[src/rtl/entity_motion_updater.sv]
// entity_motion_updater
//   Once per divider tick (when start is high) walks entities 0..N_ENT-1,
//   applies each entity's turn/move command and resolves moves against an
//   external occupancy grid one axis at a time, so a blocked axis slides
//   along the wall while the free axis still advances.
//
// Ports
//   clock, reset        : rising-edge clock, asynchronous active-low reset
//   start               : level enable sampled on divider ticks
//   cmd                 : per entity {turn_right, turn_left, fwd, back}
//   cur_pos_x/y, cur_angle : current entity state, packed entity 0 lowest
//   dir_angle -> dir_x/y : external direction lookup (same-cycle answer)
//   grid_req/x/y, grid_ack, grid_out : occupancy lookup handshake
//   next_pos_x/y, next_angle : registered per-entity results
//   busy                : high while entities are being processed
//   done                : one-cycle pulse when the sequence finishes
module entity_motion_updater #(
  parameter int N_ENT       = 2,
  parameter int TURN_SPEED  = 10,
  parameter int DIV_BITS    = 20,
  parameter int CELL_SHIFT  = 12,
  parameter int ACK_TIMEOUT = 15
) (
  input  logic                  clock,
  input  logic                  reset,
  input  logic                  start,
  input  logic [4*N_ENT-1:0]    cmd,
  input  logic [18*N_ENT-1:0]   cur_pos_x,
  input  logic [17*N_ENT-1:0]   cur_pos_y,
  input  logic [8*N_ENT-1:0]    cur_angle,
  output logic [7:0]            dir_angle,
  input  logic [17:0]           dir_x,
  input  logic [16:0]           dir_y,
  output logic                  grid_req,
  output logic [5:0]            grid_x,
  output logic [4:0]            grid_y,
  input  logic                  grid_ack,
  input  logic [2:0]            grid_out,
  output logic [18*N_ENT-1:0]   next_pos_x,
  output logic [17*N_ENT-1:0]   next_pos_y,
  output logic [8*N_ENT-1:0]    next_angle,
  output logic                  busy,
  output logic                  done
);

  localparam int IDX_W = (N_ENT > 1) ? $clog2(N_ENT) : 1;
  localparam int TMO_W = (ACK_TIMEOUT > 1) ? $clog2(ACK_TIMEOUT) : 1;
  localparam logic [IDX_W-1:0] LAST_IDX  = IDX_W'(N_ENT - 1);
  localparam logic [TMO_W-1:0] TMO_LAST  = TMO_W'(ACK_TIMEOUT - 1);
  localparam logic [7:0]       TURN_STEP = 8'(TURN_SPEED);

  typedef enum logic [2:0] {
    S_IDLE    = 3'd0,
    S_LOAD    = 3'd1,
    S_CHECK_X = 3'd2,
    S_CHECK_Y = 3'd3,
    S_COMMIT  = 3'd4,
    S_DONE    = 3'd5
  } state_t;

  state_t               state_r, state_s;
  logic [DIV_BITS-1:0]  div_r;
  logic [IDX_W-1:0]     idx_r;
  logic                 load_ph_r;   // second LOAD cycle: dir_x/dir_y now valid
  logic [3:0]           cmd_r;
  logic [17:0]          pos_x_r, cand_x_r;
  logic [16:0]          pos_y_r, cand_y_r;
  logic [7:0]           ang_r, dir_angle_r;
  logic [TMO_W-1:0]     tmo_r;
  logic                 grid_req_r;
  logic [5:0]           grid_x_r;
  logic [4:0]           grid_y_r;
  logic [18*N_ENT-1:0]  next_pos_x_r;
  logic [17*N_ENT-1:0]  next_pos_y_r;
  logic [8*N_ENT-1:0]   next_angle_r;
  logic                 busy_r, done_r;

  logic        tick_s, is_right_s, is_left_s, is_fwd_s, is_back_s, is_move_s;
  logic        tmo_hit_s, resp_s, cell_free_s;
  logic [17:0] step_x_s, res_x_s;
  logic [16:0] step_y_s;

  function automatic logic [5:0] cell_x(input logic [17:0] p);
    return 6'(p >> CELL_SHIFT);
  endfunction

  function automatic logic [4:0] cell_y(input logic [16:0] p);
    return 5'(p >> CELL_SHIFT);
  endfunction

  // Only exact one-hot commands act; anything else holds the entity.
  assign is_right_s = (cmd_r == 4'b1000);
  assign is_left_s  = (cmd_r == 4'b0100);
  assign is_fwd_s   = (cmd_r == 4'b0010);
  assign is_back_s  = (cmd_r == 4'b0001);
  assign is_move_s  = is_fwd_s | is_back_s;

  assign tick_s      = (div_r == {DIV_BITS{1'b0}});
  // Unsigned add/sub of the two's-complement step wraps the coordinate.
  assign step_x_s    = is_back_s ? (pos_x_r - dir_x) : (pos_x_r + dir_x);
  assign step_y_s    = is_back_s ? (pos_y_r - dir_y) : (pos_y_r + dir_y);
  // An ack wins over a timeout landing on the same cycle.
  assign tmo_hit_s   = (tmo_r == TMO_LAST);
  assign resp_s      = grid_ack | tmo_hit_s;
  assign cell_free_s = grid_ack & (grid_out == 3'd0);
  assign res_x_s     = cell_free_s ? cand_x_r : pos_x_r;

  assign dir_angle  = dir_angle_r;
  assign grid_req   = grid_req_r;
  assign grid_x     = grid_x_r;
  assign grid_y     = grid_y_r;
  assign next_pos_x = next_pos_x_r;
  assign next_pos_y = next_pos_y_r;
  assign next_angle = next_angle_r;
  assign busy       = busy_r;
  assign done       = done_r;

  // Sequencer state register.
  always_ff @(posedge clock or negedge reset) begin
    if (!reset) begin
      state_r <= S_IDLE;
    end else begin
      state_r <= state_s;
    end
  end

  // Sequencer next-state decode.
  always_comb begin
    state_s = state_r;
    case (state_r)
      S_IDLE: begin
        if (start && tick_s) state_s = S_LOAD;
        else                 state_s = S_IDLE;
      end
      S_LOAD: begin
        if (!load_ph_r)     state_s = S_LOAD;
        else if (is_move_s) state_s = S_CHECK_X;
        else                state_s = S_COMMIT;
      end
      S_CHECK_X: begin
        if (resp_s) state_s = S_CHECK_Y;
        else        state_s = S_CHECK_X;
      end
      S_CHECK_Y: begin
        if (resp_s) state_s = S_COMMIT;
        else        state_s = S_CHECK_Y;
      end
      S_COMMIT: begin
        if (idx_r == LAST_IDX) state_s = S_DONE;
        else                   state_s = S_LOAD;
      end
      S_DONE:  state_s = S_IDLE;
      default: state_s = S_IDLE;
    endcase
  end

  // Divider, per-entity datapath, grid handshake and result registers.
  always_ff @(posedge clock or negedge reset) begin
    if (!reset) begin
      div_r        <= {DIV_BITS{1'b0}};
      idx_r        <= {IDX_W{1'b0}};
      load_ph_r    <= 1'b0;
      cmd_r        <= 4'd0;
      pos_x_r      <= 18'd0;
      pos_y_r      <= 17'd0;
      cand_x_r     <= 18'd0;
      cand_y_r     <= 17'd0;
      ang_r        <= 8'd0;
      dir_angle_r  <= 8'd0;
      tmo_r        <= {TMO_W{1'b0}};
      grid_req_r   <= 1'b0;
      grid_x_r     <= 6'd0;
      grid_y_r     <= 5'd0;
      next_pos_x_r <= {(18*N_ENT){1'b0}};
      next_pos_y_r <= {(17*N_ENT){1'b0}};
      next_angle_r <= {(8*N_ENT){1'b0}};
      busy_r       <= 1'b0;
      done_r       <= 1'b0;
    end else begin
      div_r  <= div_r + DIV_BITS'(1'b1);
      busy_r <= (state_s == S_LOAD) || (state_s == S_CHECK_X) ||
                (state_s == S_CHECK_Y) || (state_s == S_COMMIT);
      done_r <= (state_s == S_DONE);
      case (state_r)
        S_LOAD: begin
          if (!load_ph_r) begin
            // First cycle: capture the entity and present its angle to the lookup.
            load_ph_r   <= 1'b1;
            cmd_r       <= cmd[int'(idx_r)*4 +: 4];
            pos_x_r     <= cur_pos_x[int'(idx_r)*18 +: 18];
            pos_y_r     <= cur_pos_y[int'(idx_r)*17 +: 17];
            ang_r       <= cur_angle[int'(idx_r)*8 +: 8];
            dir_angle_r <= cur_angle[int'(idx_r)*8 +: 8];
          end else begin
            // Second cycle: direction step is valid, form candidates.
            load_ph_r <= 1'b0;
            cand_x_r  <= step_x_s;
            cand_y_r  <= step_y_s;
            tmo_r     <= {TMO_W{1'b0}};
            if (is_right_s)     ang_r <= ang_r + TURN_STEP;
            else if (is_left_s) ang_r <= ang_r - TURN_STEP;
            else                ang_r <= ang_r;
            if (is_move_s) begin
              grid_req_r <= 1'b1;
              grid_x_r   <= cell_x(step_x_s);
              grid_y_r   <= cell_y(pos_y_r);
            end
          end
        end
        S_CHECK_X: begin
          if (resp_s) begin
            // Request stays up; the Y query is issued at the resolved x.
            pos_x_r  <= res_x_s;
            grid_x_r <= cell_x(res_x_s);
            grid_y_r <= cell_y(cand_y_r);
            tmo_r    <= {TMO_W{1'b0}};
          end else begin
            tmo_r <= tmo_r + TMO_W'(1'b1);
          end
        end
        S_CHECK_Y: begin
          if (resp_s) begin
            if (cell_free_s) pos_y_r <= cand_y_r;
            grid_req_r <= 1'b0;
            tmo_r      <= {TMO_W{1'b0}};
          end else begin
            tmo_r <= tmo_r + TMO_W'(1'b1);
          end
        end
        S_COMMIT: begin
          next_pos_x_r[int'(idx_r)*18 +: 18] <= pos_x_r;
          next_pos_y_r[int'(idx_r)*17 +: 17] <= pos_y_r;
          next_angle_r[int'(idx_r)*8 +: 8]   <= ang_r;
          idx_r <= (idx_r == LAST_IDX) ? {IDX_W{1'b0}} : (idx_r + IDX_W'(1'b1));
        end
        default: ;
      endcase
    end
  end

endmodule
[config.mk]
export PLATFORM = sky130hd
export DESIGN_NAME = entity_motion_updater
export DESIGN_NICKNAME = d
export VERILOG_FILES = /design/src/rtl/entity_motion_updater.sv
export SDC_FILE = /design/constraint.sdc
export NUM_CORES = 1
export LEC_CHECK = 0
export ABC_AREA = 1
export BUFFER_PORTS_ARGS = -buffer_cell sky130_fd_sc_hd__buf_2
export CORE_UTILIZATION = 43
export DETAILED_ROUTE_END_ITERATION = 8
export SETUP_SLACK_MARGIN = 0.1
export SYNTH_ARGS = -nofsm -noshare
export SYNTH_HDL_FRONTEND = slang
export SYNTH_SLANG_ARGS = --single-unit
[constraint.sdc]
create_clock -name clock -period 3 [get_ports clock]
set_input_delay 0.6 -clock clock [delete_from_list [all_inputs] [get_ports clock]]
set_output_delay 0.6 -clock clock [all_outputs]
set_load 0.02 [all_outputs]
# After elaboration in Yosys (flattened, before gate mapping)
# Index checks and enable logic that the tools add are counted.
# totals
input_bits	136
wordCells	131
out_inout_bits	108
regBits	219
# classes
muxes	40
eq_ne	22
reduce_logical	20
mul	2
bitwise	4
shifts	10
addsub	12
# ops
op	count
two-way mux 18 bit	4
two-way mux 17 bit	4
negation 6 -> 33 bit	2
bitwise mux 36 bit	1
one-hot mux 18 bit (2 select lines)	1
variable shift 18 x 33 -> 36 bit (first input constant)	1
indexed part select 18 x 33 -> 36 bit	1
indexed part select 36 x 32 -> 18 bit	1
bitwise mux 34 bit	1
one-hot mux 17 bit (2 select lines)	1
variable shift 17 x 33 -> 34 bit (first input constant)	1
indexed part select 17 x 33 -> 34 bit	1
indexed part select 34 x 32 -> 17 bit	1
negation 4 -> 33 bit	1
variable shift 8 x 33 -> 16 bit (first input constant)	1
indexed part select 8 x 33 -> 16 bit	1
two-way mux 8 bit	3
adder 20 x 1 -> 20 bit (second input constant)	1
logical NOT 20 bit	1
adder 18 bit	1
two-way mux 6 bit	3
subtractor 18 bit	1
adder 17 bit	1
subtractor 17 bit	1
38 further kinds	75

# Depth between registers and ports, before layout
# Gate-level depths: netlist of run 1.
# logic_depth
depth_word	9
ltp_mapped	21
ltp_nobuf	21

# Worst setup path before layout of run 1
# No wires, ideal clock.
# synth_path
path_kind	input to register
startpoint	in dir_x[3]
endpoint	reg grid_x_r[4], in the netlist grid_x[4]
arrival_ns	2.728
setup_slack_ns	0.195
setup_time_ns	0.077
path_buffers	0
stages	17
cell_sequence	or2_0 nor2_1 nand2_1 nand2_1 o21ai_1 a21oi_1 o21ai_0 xor2_1 ha_1 nand2_1 nor4_1 nand2_1 nand2_1 nand2_1 nand2_1 nand2_1 a21oi_1
# synth_via
elab_chain_cells	5
word_cells_on_any_way	6
classes_between	add/sub (2); mux (4)
# synth_lines
item	line	text
start: declaration	32	input logic [17:0] dir_x,
adder 18 bit or subtractor 18 bit (tied branches)	100	assign step_x_s = is_back_s ? (pos_x_r - dir_x) : (pos_x_r + dir_x);
two-way mux 18 bit (*)	100	
two-way mux 6 bit (*)	203	if (is_move_s) begin
two-way mux 6 bit (*)	186	if (!load_ph_r) begin
one-hot mux 6 bit (2 select lines) (*)	184	case (state_r)
end signal: assignment	205	grid_x_r <= cell_x(step_x_s);
end signal: assignment	214	grid_x_r <= cell_x(res_x_s);
end: declaration	71	logic [5:0] grid_x_r;
# Every way passes the cells marked *; elsewhere a longest branch is shown, timed or not. The select of a mux whose other input is x is not followed.
# A chain may end at the register's enable or synchronous reset.

# Worst setup path in the final report of run 1
# layout_path
startpoint	reg cmd_r[3]
endpoint	reg cand_x_r[11]
# layout_via
elab_chain_cells	2
# layout_lines
item	line	text
start: declaration	65	logic [3:0] cmd_r;
start signal: assignment	189	cmd_r <= cmd[int'(idx_r)*4 +: 4];
== test 4 x 1 -> 1 bit	95	assign is_back_s = (cmd_r == 4'b0001);
two-way mux 18 bit	100	
end signal: assignment	197	cand_x_r <= step_x_s;
end: declaration	66	logic [17:0] pos_x_r, cand_x_r;
# Every way passes these cells.

==> impl_metrics.ini, run 1 <==
[synthesis]
synth_area_leader_cell = dfrtp_1
yosysSeqAreaShare = 0.446
syn_nets = 1710
ys_ff_latch = 219
avgSynthCellArea_um2 = 8.05
syn_area_mm2 = 0.0123
ys.flop_type = dfrtp_1
synth-edff-count = 0
netlist_instances = 1527
yosysWarnings = 0
yosysMostFrequentCell = nand2_1
synth_top_cell_area_share = 0.446
ys_types = 45
synth_common_cells = nand2_1 (465), dfrtp_1 (219), nor2_1 (138)
synth.area.top_cells = dfrtp_1 (45%), nand2_1 (14%), ha_1 (4.5%)
synthArstFlopShare = 1.00

[final_layout]
fill_cells = 2737
syn2layout_area_growth_pct = 23.7
antennaDiodeCount = 0
final_area_mm2 = 0.0152
drive_gt1_frac = 0.250
fin_nets = 1988
final_cells = 2199

[critical_path]
required_ns = 3.37
worstSetupPathType = reg2reg
cp.arrival_ns = 3.10
path_max_fanout = 9
startpoint_type = flop
end_kind = flop

[floorplanning]
die_height_um = 171
start_util = 0.440
coreArea_mm2 = 0.0279
io-pin-count = 244
row_count = 61
die_w_um = 171
die_area_mm2 = 0.0293

[placed_design]
place.gp.congestion = 0.893
placed_cell_area_mm2 = 0.0142
port_buffers = 243
dp_hpwl_um = 26500
placed_cells = 2154

[routing]
drt-pass1-iter-count = 6
drt-initial-drc-count = 750
drt_wl_total_um = 35100
route.detailed.drc = 0
wl_per_cell_um = 15.9
vias = 11000
ant_nets = 0
via_per_inst = 5.02

[global_route]
grt_pass1_vias = 10300
grt_usage = 0.241
globalRouteOverflowTotal = 0
grt_pass1_wl_um = 54900
antenna_found_initial = 0
grt_max_degree = 87

[timing]
slew_headroom = 0.365
fin_crit_sh = 0.911
fin_worst_skew_ns = 0.0181
fmax_ghz = 0.366
hold_viol_final = 0
fin_setup_tns_ns = 0
whs_ns = 0.0871
worst_slew_pin_slew_ns = 0.950
grt_setup_unrepaired = true
final.min_clock_period_ns = 2.73
drv_slew = 0
final-setup-viol-count = 0

[run_status]
outcome = complete, no violations

[clocking]
clk_latency_ns = 0.52
cts_root_buffer = clkbuf_16
cts_tree = done
htree_levels = 1
clk_pin_slew_worst_paths_ns = 0.06
cts_buffers = 25
cts_sinks = 219
cts_buffer_depth = 3

[hold_path]
hold_class = in2async

[power_and_ir_drop]
p_per_area_mw_per_mm2 = 429
peakVddDrop_mv = 0.322
p_leak_uw = 0.00809

[run]
max_cap_violations = 0
## path summary, 6_finish.rpt
check                      slack (ns)             end          start  cells past startpoint
max                              0.27    cand_x_r[11]       cmd_r[3]                     14
min                              0.09   next_angle[9]          reset                      1
max reg2reg                      0.27    cand_x_r[11]       cmd_r[3]                     14
min reg2reg                      0.46   next_pos_y[9]  next_pos_y[9]                      2
max in group asynchronous        2.15  next_pos_x[28]          reset                      2
min in group clock               0.35        cmd_r[2]         cmd[2]                      3
## registers in the layout, indices dropped and copies added, names as in the netlist
signal and cells:
idx_r 1, grid_req 1, cand_y_r 17, next_angle 16, pos_y_r 17, dir_angle 8
ang_r 8, load_ph_r 1, grid_x 6, pos_x_r 18, grid_y 5, cand_x_r 18
busy 1, cmd_r 4, next_pos_y 34, next_pos_x 36, state_r 3, done 1
div_r 20, tmo_r 4
## placed cells by master, fill, tap and decap left out, drive strengths merged, types with 3 or more instances in the layout
cell,count
mux2,33
o21bai,4
o21a,10
ha,44
or2,25
dfrtp,219
a31oi,44
nand3,76
xnor2,29
clkbuf,36
o211ai,20
o21ai,78
nor3,18
nand3b,5
inv,129
nor4,6
nand4,8
buf,306
fa,3
a21o,6
nor2,144
xor2,41
nand2,468
a21oi,59
## worst max-delay path, stage by stage, from the launching register on
cell and delay (ns):
dfrtp_2 0.45, nor2_4 0.15, nand2_4 0.11, buf_4 0.19, nand2_1 0.08, xor2_1 0.29, ha_1 0.34, a21oi_1 0.24
nor2_1 0.06, nor2_1 0.08, nand2_1 0.11, nand2_1 0.08, nand2_1 0.06, xnor2_1 0.21, o21ai_0 0.13
## metrics by stage
step	power [uW]	util	worst slack (ns)
final	6530	0.544	0.267
after global routing	6770	0.544	0.0401
after CTS	6570	0.538	0.101
after detailed placement	3530	0.509	-0.198
after global placement	3530	0.509	-0.0676
after floorplan	3250	-	0.195
## report_power, final
part	internal (uW)	total, uW	switching, uW
Combinational	229	533	304
Clock	1810	3040	1230
Sequential	2950	2960	1.70
Total	4990	6530	1530
## repair_timing
| item | CTS | global route |
|---|---|---|
| endpoints found under the setup margin | 9 | 24 |
| resized for setup | 3 | 35 |
| setup buffers | 1 | 1 |
| pin swaps | 3 | 7 |
| hold buffers | 0 | 0 |
## kinds of logic after synthesis
family	after synthesis	share of synthesized area
compound gates	225	0.107
simple gates	751	0.256
xor+xnor	70	0.0499
fa+ha+maj	47	0.0497
mux	33	0.0302
flops	219	0.446
buf+inv	182	0.0618
## layout make-up
cell class | instances | area, um^2 | share of cell area
well taps | 378 | 473 | 0.0311
clock inverters | 7 | 98.8 | 0.00650
flip-flops and latches | 219 | 5480 | 0.361
inverters | 127 | 477 | 0.0314
multi-input cells | 1126 | 6220 | 0.409
repair buffers | 306 | 1740 | 0.115
clock buffers | 36 | 707 | 0.0465
## metal layers
metal,vias to the layer above,track usage,routed length (um)
li1,5534,-,-
met1,5162,0.360,17500
met2,295,0.378,15400
met3,40,0.0236,1630
met4,0,0.0470,545
met5,-,0,0
(Power assumes the default switching activity.)
==> inputs of run 2 (changes only) <==
Settings changed: CELL_PAD_IN_SITES_DETAIL_PLACEMENT set to 1, CELL_PAD_IN_SITES_GLOBAL_PLACEMENT set to 1, CORE_UTILIZATION 43 to 41, PLACE_DENSITY_LB_ADDON set to 0.1.
==> run 2 against run 1 <==
Against the previous run:
- the run now ends with negative hold slack left
- die area increased by 4.8%
- critical path depth grew 2
- worst hold slack got worse by 0.089 ns
- via count increased by 5.1%
- register-to-register slack about the same
- design area up 2.1%
- cell count rose by 1.8%
- power increased by 1.4%
- clock skew up 0.0027 ns
- critical endpoint is now cand_y_r[12]
==> impl_metrics.ini, run 2 (synthesized netlist as in run 1, its figures left out) <==
[power_and_ir_drop]
peakVddDrop_mv = 0.397
p_per_area_mw_per_mm2 = 426
p_leak_uw = 0.00827

[clocking]
cts_sinks = 219
htree_levels = 1
cts_buffers = 26
cts_tree = done
cts_buffer_depth = 3
clk_latency_ns = 0.54
clk_pin_slew_worst_paths_ns = 0.06
holdBufCountCts = 0
cts_root_buffer = clkbuf_16

[routing]
drt_wl_total_um = 40900
drt-pass1-iter-count = 4
route.detailed.drc = 0
wl_per_cell_um = 18.3
drt-initial-drc-count = 568
ant_nets = 0
via_per_inst = 5.18
vias = 11600

[global_route]
grt_pass1_wl_um = 65200
grt_max_degree = 71
grt_usage = 0.269
met1_usage = 0.361
globalRouteMet2Util = 0.450
grtUsageMet3 = 0.0396
grt-busiest-layer = met2
antenna_found_initial = 0
globalRouteOverflowTotal = 0
grt_pass1_vias = 12100

[critical_path]
end_kind = flop
critPathBufInv = 3
crit_chain = inv_1, nor2_2, nand2_4, buf_12, nand2_1, o21ai_0, xor2_1, inv_1, ha_1, a21o_1, a21oi_1, nand2_2, nand2_1, nand2_1, xnor2_2, o21ai_0
slowest_stage = dfrtp_1
cp.arrival_ns = 3.18
worstSetupPathType = reg2reg
required_ns = 3.43
crit_path_max_incr_delay_ns = 0.38
path_max_fanout = 8
path_common_cell = nand2_1
startpoint_type = flop
critPathTopFamily = compound AO/OA/AOI/OAI gates

[final_layout]
drive_gt1_frac = 0.266
syn2layout_area_growth_pct = 26.3
final_cells = 2239
mostFrequentLayoutCells = nand2_1 (458), buf_2 (242), dfrtp_1 (218)
fin_nets = 2015
antennaDiodeCount = 0
largest_reg_flops = 36
final_common_cell = nand2_1

[timing]
fin_worst_skew_ns = 0.0208
final-setup-viol-count = 0
fmax_ghz = 0.364
hold_viol_final = 2
final.min_clock_period_ns = 2.74
fin_setup_tns_ns = 0
fin_crit_sh = 0.915
whs_ns = -0.00212
drv_slew = 0
worst_slew_pin_slew_ns = 0.662
grt_setup_unrepaired = false
slew_headroom = 0.557

[placed_design]
dp_hpwl_um = 30900
port_buffers = 243
place.gp.congestion = 0.855
placed_cells = 2186

[floorplanning]
coreArea_mm2 = 0.0296
row_count = 63
die_height_um = 175
die_w_um = 175
die_area_mm2 = 0.0307
io-pin-count = 244
start_util = 0.416

[run]
max_cap_violations = 0

[hold_path]
hold_class = in2async

[run_status]
outcome = finished, violations left
violations = negative hold slack
-- run 2: cell types whose count changed in the layout (fill, tap and decap cells not counted), moves of 3 or more --
cell      before  now
nand2_1      462  458
inv_6          3    0
a21oi_1       54   49
nand2_2        5    9
buf_4         59   81
clkbuf_8       4   10
a21oi_2        4    9
-- run 2: worst paths after layout --
check                               start              to  slack, ns  depth (start not counted)
min in group clock                 cmd[4]        cmd_r[0]       0.35                          3
setup / recovery                 cmd_r[0]    cand_y_r[12]       0.26                         16
hold reg to reg            next_pos_x[17]  next_pos_x[17]       0.47                          2
max in group asynchronous           reset  next_pos_y[31]       2.06                          2
setup reg to reg                 cmd_r[0]    cand_y_r[12]       0.26                         16
hold / removal                      reset        div_r[8]     -0.002                          1
-- run 2: area by class of cell --
cell class / count / area (um^2)
fill: 3696 / 14000
sequential: 219 / 5480
tap: 390 / 488
multi-input combinational: 1126 / 6250
timing repair buffer: 332 / 1980
clock inverter: 4 / 35.0
clock buffer: 41 / 807
inverter: 127 / 477
-- run 2: timing repair --
| action | CTS | global route |
|---|---|---|
| setup endpoints to repair | 5 | 25 |
| resized for setup | 3 | 45 |
| gates cloned | 0 | 1 |
| pin swaps | 1 | 18 |
| buffers inserted | 0 | 7 |
-- run 2: report_power, final --
group	leakage [uW]	switching, uW	internal, uW
logic	0.00522	322	243
clock network	0.000417	1260	1830
registers	0.00263	1.76	2960
total	0.00827	1590	5030
-- run 2: metal layers --
layer / wire [um] / up-vias
li1: - / 5580
met1: 18500 / 5697
met5: 0 / -
met4: 1090 / 0
met3: 1890 / 67
met2: 19400 / 250
-- run 2: metrics by stage --
stage | hold WS, ns | setup slack, ns | util | instance area, um^2 | power (uW)
after floorplan | 0.304 | 0.195 | - | 12300 | 3250
after global placement | 0.449 | -0.154 | 0.487 | 14400 | 3540
after detailed placement | 0.454 | -0.239 | 0.487 | 14400 | 3560
after CTS | 0.0231 | 0.103 | 0.516 | 15200 | 6660
after global routing | 0.0338 | 0.0412 | 0.525 | 15500 | 6850
final | -0.00212 | 0.255 | 0.525 | 15500 | 6620
==> inputs of run 3 (changes only) <==
--- a/config.mk
+++ b/config.mk
@@ -8,2 +8,3 @@
 export ABC_AREA = 1
+export ABC_CLOCK_PERIOD_IN_PS = 3000
 export BUFFER_PORTS_ARGS = -buffer_cell sky130_fd_sc_hd__buf_2
@@ -11,2 +12,3 @@
 export CELL_PAD_IN_SITES_GLOBAL_PLACEMENT = 1
+export CORE_MARGIN = 2
 export CORE_UTILIZATION = 41
--- a/constraint.sdc
+++ b/constraint.sdc
@@ -3,2 +3,2 @@
 set_output_delay 0.6 -clock clock [all_outputs]
-set_load 0.02 [all_outputs]
+set_load 0.05 [all_outputs]
==> run 3 against run 2 <==
Against the previous run:
- critical endpoint is now grid_x[5]
- clock power is 2% higher
- die area rose by 2.3%
- critical path type unchanged
- the run still ends with negative hold slack left
- register-to-register slack got worse by 0.02 ns
- wire length decreased by 0.68%
- largest power group unchanged
- worst hold slack worse by 0.0070 ns
- sequential power is essentially flat
- global-route usage is 0.93 points lower
==> impl_metrics.ini, run 3 (synthesized netlist as in run 1, its figures left out) <==
[final_layout]
mostFrequentLayoutCells = nand2_1 (461), buf_2 (242), dfrtp_1 (217)
largest_reg_flops = 36
final_cells = 2233
drive_gt1_frac = 0.263
final_common_cell = nand2_1
fin_nets = 2008
antennaDiodeCount = 0
finalCoreUtilization = 0.522
syn2layout_area_growth_pct = 25.6

[floorplanning]
start_util = 0.416
die_area_mm2 = 0.0314
die_w_um = 177
die_height_um = 177
io-pin-count = 244
coreArea_mm2 = 0.0296
row_count = 63

[clocking]
cts_tree = done
htree_levels = 1
clk_pin_slew_worst_paths_ns = 0.06
cts_root_buffer = clkbuf_16
cts_sinks = 219
cts_buffers = 27
clk_latency_ns = 0.55
cts_buffer_depth = 3

[critical_path]
worstSetupPathType = reg2reg
startpoint_type = flop
path_max_fanout = 10
end_kind = flop
required_ns = 3.43
cp.arrival_ns = 3.19

[run_status]
outcome = finished, violations left
violations = negative hold slack

[routing]
wl_met1_um = 19100
vias = 11500
route.detailed.drc = 0
ant_nets = 0
drt-pass1-iter-count = 5
drt_wl_total_um = 40600
met2_length_um = 19000
drt-initial-drc-count = 659
wl_met3_um = 1820
highest_layer = met5
via_per_inst = 5.14
wl_per_cell_um = 18.2

[power_and_ir_drop]
p_leak_uw = 0.00820
pwr-share-comb = 0.085
peakVddDrop_mv = 0.363
p_per_area_mw_per_mm2 = 432
switching_power_uw = 1620
clkPwrFrac = 0.471
switching_share = 0.244
p_seq_frac = 0.444
p_int_uw = 5040

[global_route]
globalRouteOverflowTotal = 0
antenna_found_initial = 1
grt_pass1_vias = 11800
grt_max_degree = 68
grt_usage = 0.260
grt_pass1_wl_um = 64300

[placed_design]
placed_cells = 2183
dp_hpwl_um = 30700
port_buffers = 243
place.gp.congestion = 0.862

[timing]
whs_ns = -0.00912
drv_slew = 0
grt_setup_unrepaired = true
slew_headroom = 0.499
fin_crit_sh = 0.921
hold_viol_final = 6
final-setup-viol-count = 0
fin_worst_skew_ns = 0.00911
fin_setup_tns_ns = 0
final.min_clock_period_ns = 2.76
fmax_ghz = 0.362
worst_slew_pin_slew_ns = 0.747

[run]
max_cap_violations = 0

[hold_path]
hold_class = in2async
-- run 3: cell count changes in the layout (fill, tap and decap cells not counted), sizes merged --
| cell | delta |
|---|---|
| inv | +1 |
| clkinv | +4 |
| buf | -7 |
| bufinv | +1 |
| clkbuf | -5 |
-- run 3: area by class of cell --
cell class / count / area (um^2)
clock buffer: 37 / 753
clock inverter: 10 / 93.8
fill: 3725 / 14100
inverter: 127 / 479
multi-input combinational: 1126 / 6270
sequential: 219 / 5480
tap: 390 / 488
timing repair buffer: 324 / 1870
-- run 3: power by group through the flow --
stage	combinational (uW)	sequential, uW	clock (uW)
final	564	2960	3140
after CTS	550	2960	3200
after floorplan	239	3010	0
after global routing	634	2960	3330
after global placement	536	3010	0
after detailed placement	545	3010	0
-- run 3: what timing repair did --
| action | in CTS | in global routing |
|---|---|---|
| endpoints found under the setup margin | 11 | 25 |
| gates resized for setup | 4 | 44 |
| hold buffers | 0 | 0 |
| pin swaps | 2 | 13 |
| hold endpoints to repair | 0 | 0 |
| buffers inserted | 1 | 2 |
-- run 3: final timing paths --
path	startpoint	endpoint	slack [ns]	cells after the start
setup / recovery	cmd_r[1]	grid_x[5]	0.24	17
hold / removal	reset	div_r[7]	-0.009	1
setup reg to reg	cmd_r[1]	grid_x[5]	0.24	17
hold reg to reg	next_pos_x[4]	next_pos_x[4]	0.47	2
max in group asynchronous	reset	next_pos_y[26]	2.15	2
min in group clock	cmd[1]	cmd_r[1]	0.34	3
-- run 3: per-layer routing --
metal / up-vias / track usage
met2: 243 / 0.434
li1: 5558 / -
met3: 51 / 0.0350
met5: - / 0
met1: 5628 / 0.362
met4: 2 / 0.0492
-- run 3: worst max-delay path: stages (launching register included) --
cell and delay [ns]:
dfrtp_1 0.43, nor2_2 0.15, nand2_4 0.12, buf_4 0.20, nand2_1 0.14, o21ai_0 0.12, xor2_1 0.19, inv_1 0.08
ha_1 0.38, inv_1 0.09, o21bai_2 0.20, nand3_1 0.10, nand3_1 0.12, inv_1 0.05, nand2_1 0.06, nand3_1 0.08
nand3_1 0.09, a21oi_1 0.06
-- run 3: through the flow --
stage          setup slack [ns]  total power, uW  instance area [um^2]
6_report                  0.238             6660                 15400
5_1_grt                  0.0184             6910                 15400
4_1_cts                  0.0609             6700                 15200
3_5_place_dp             -0.260             3550                 14300
3_3_place_gp             -0.140             3550                 14300
2_1_floorplan             0.195             3250                 12300
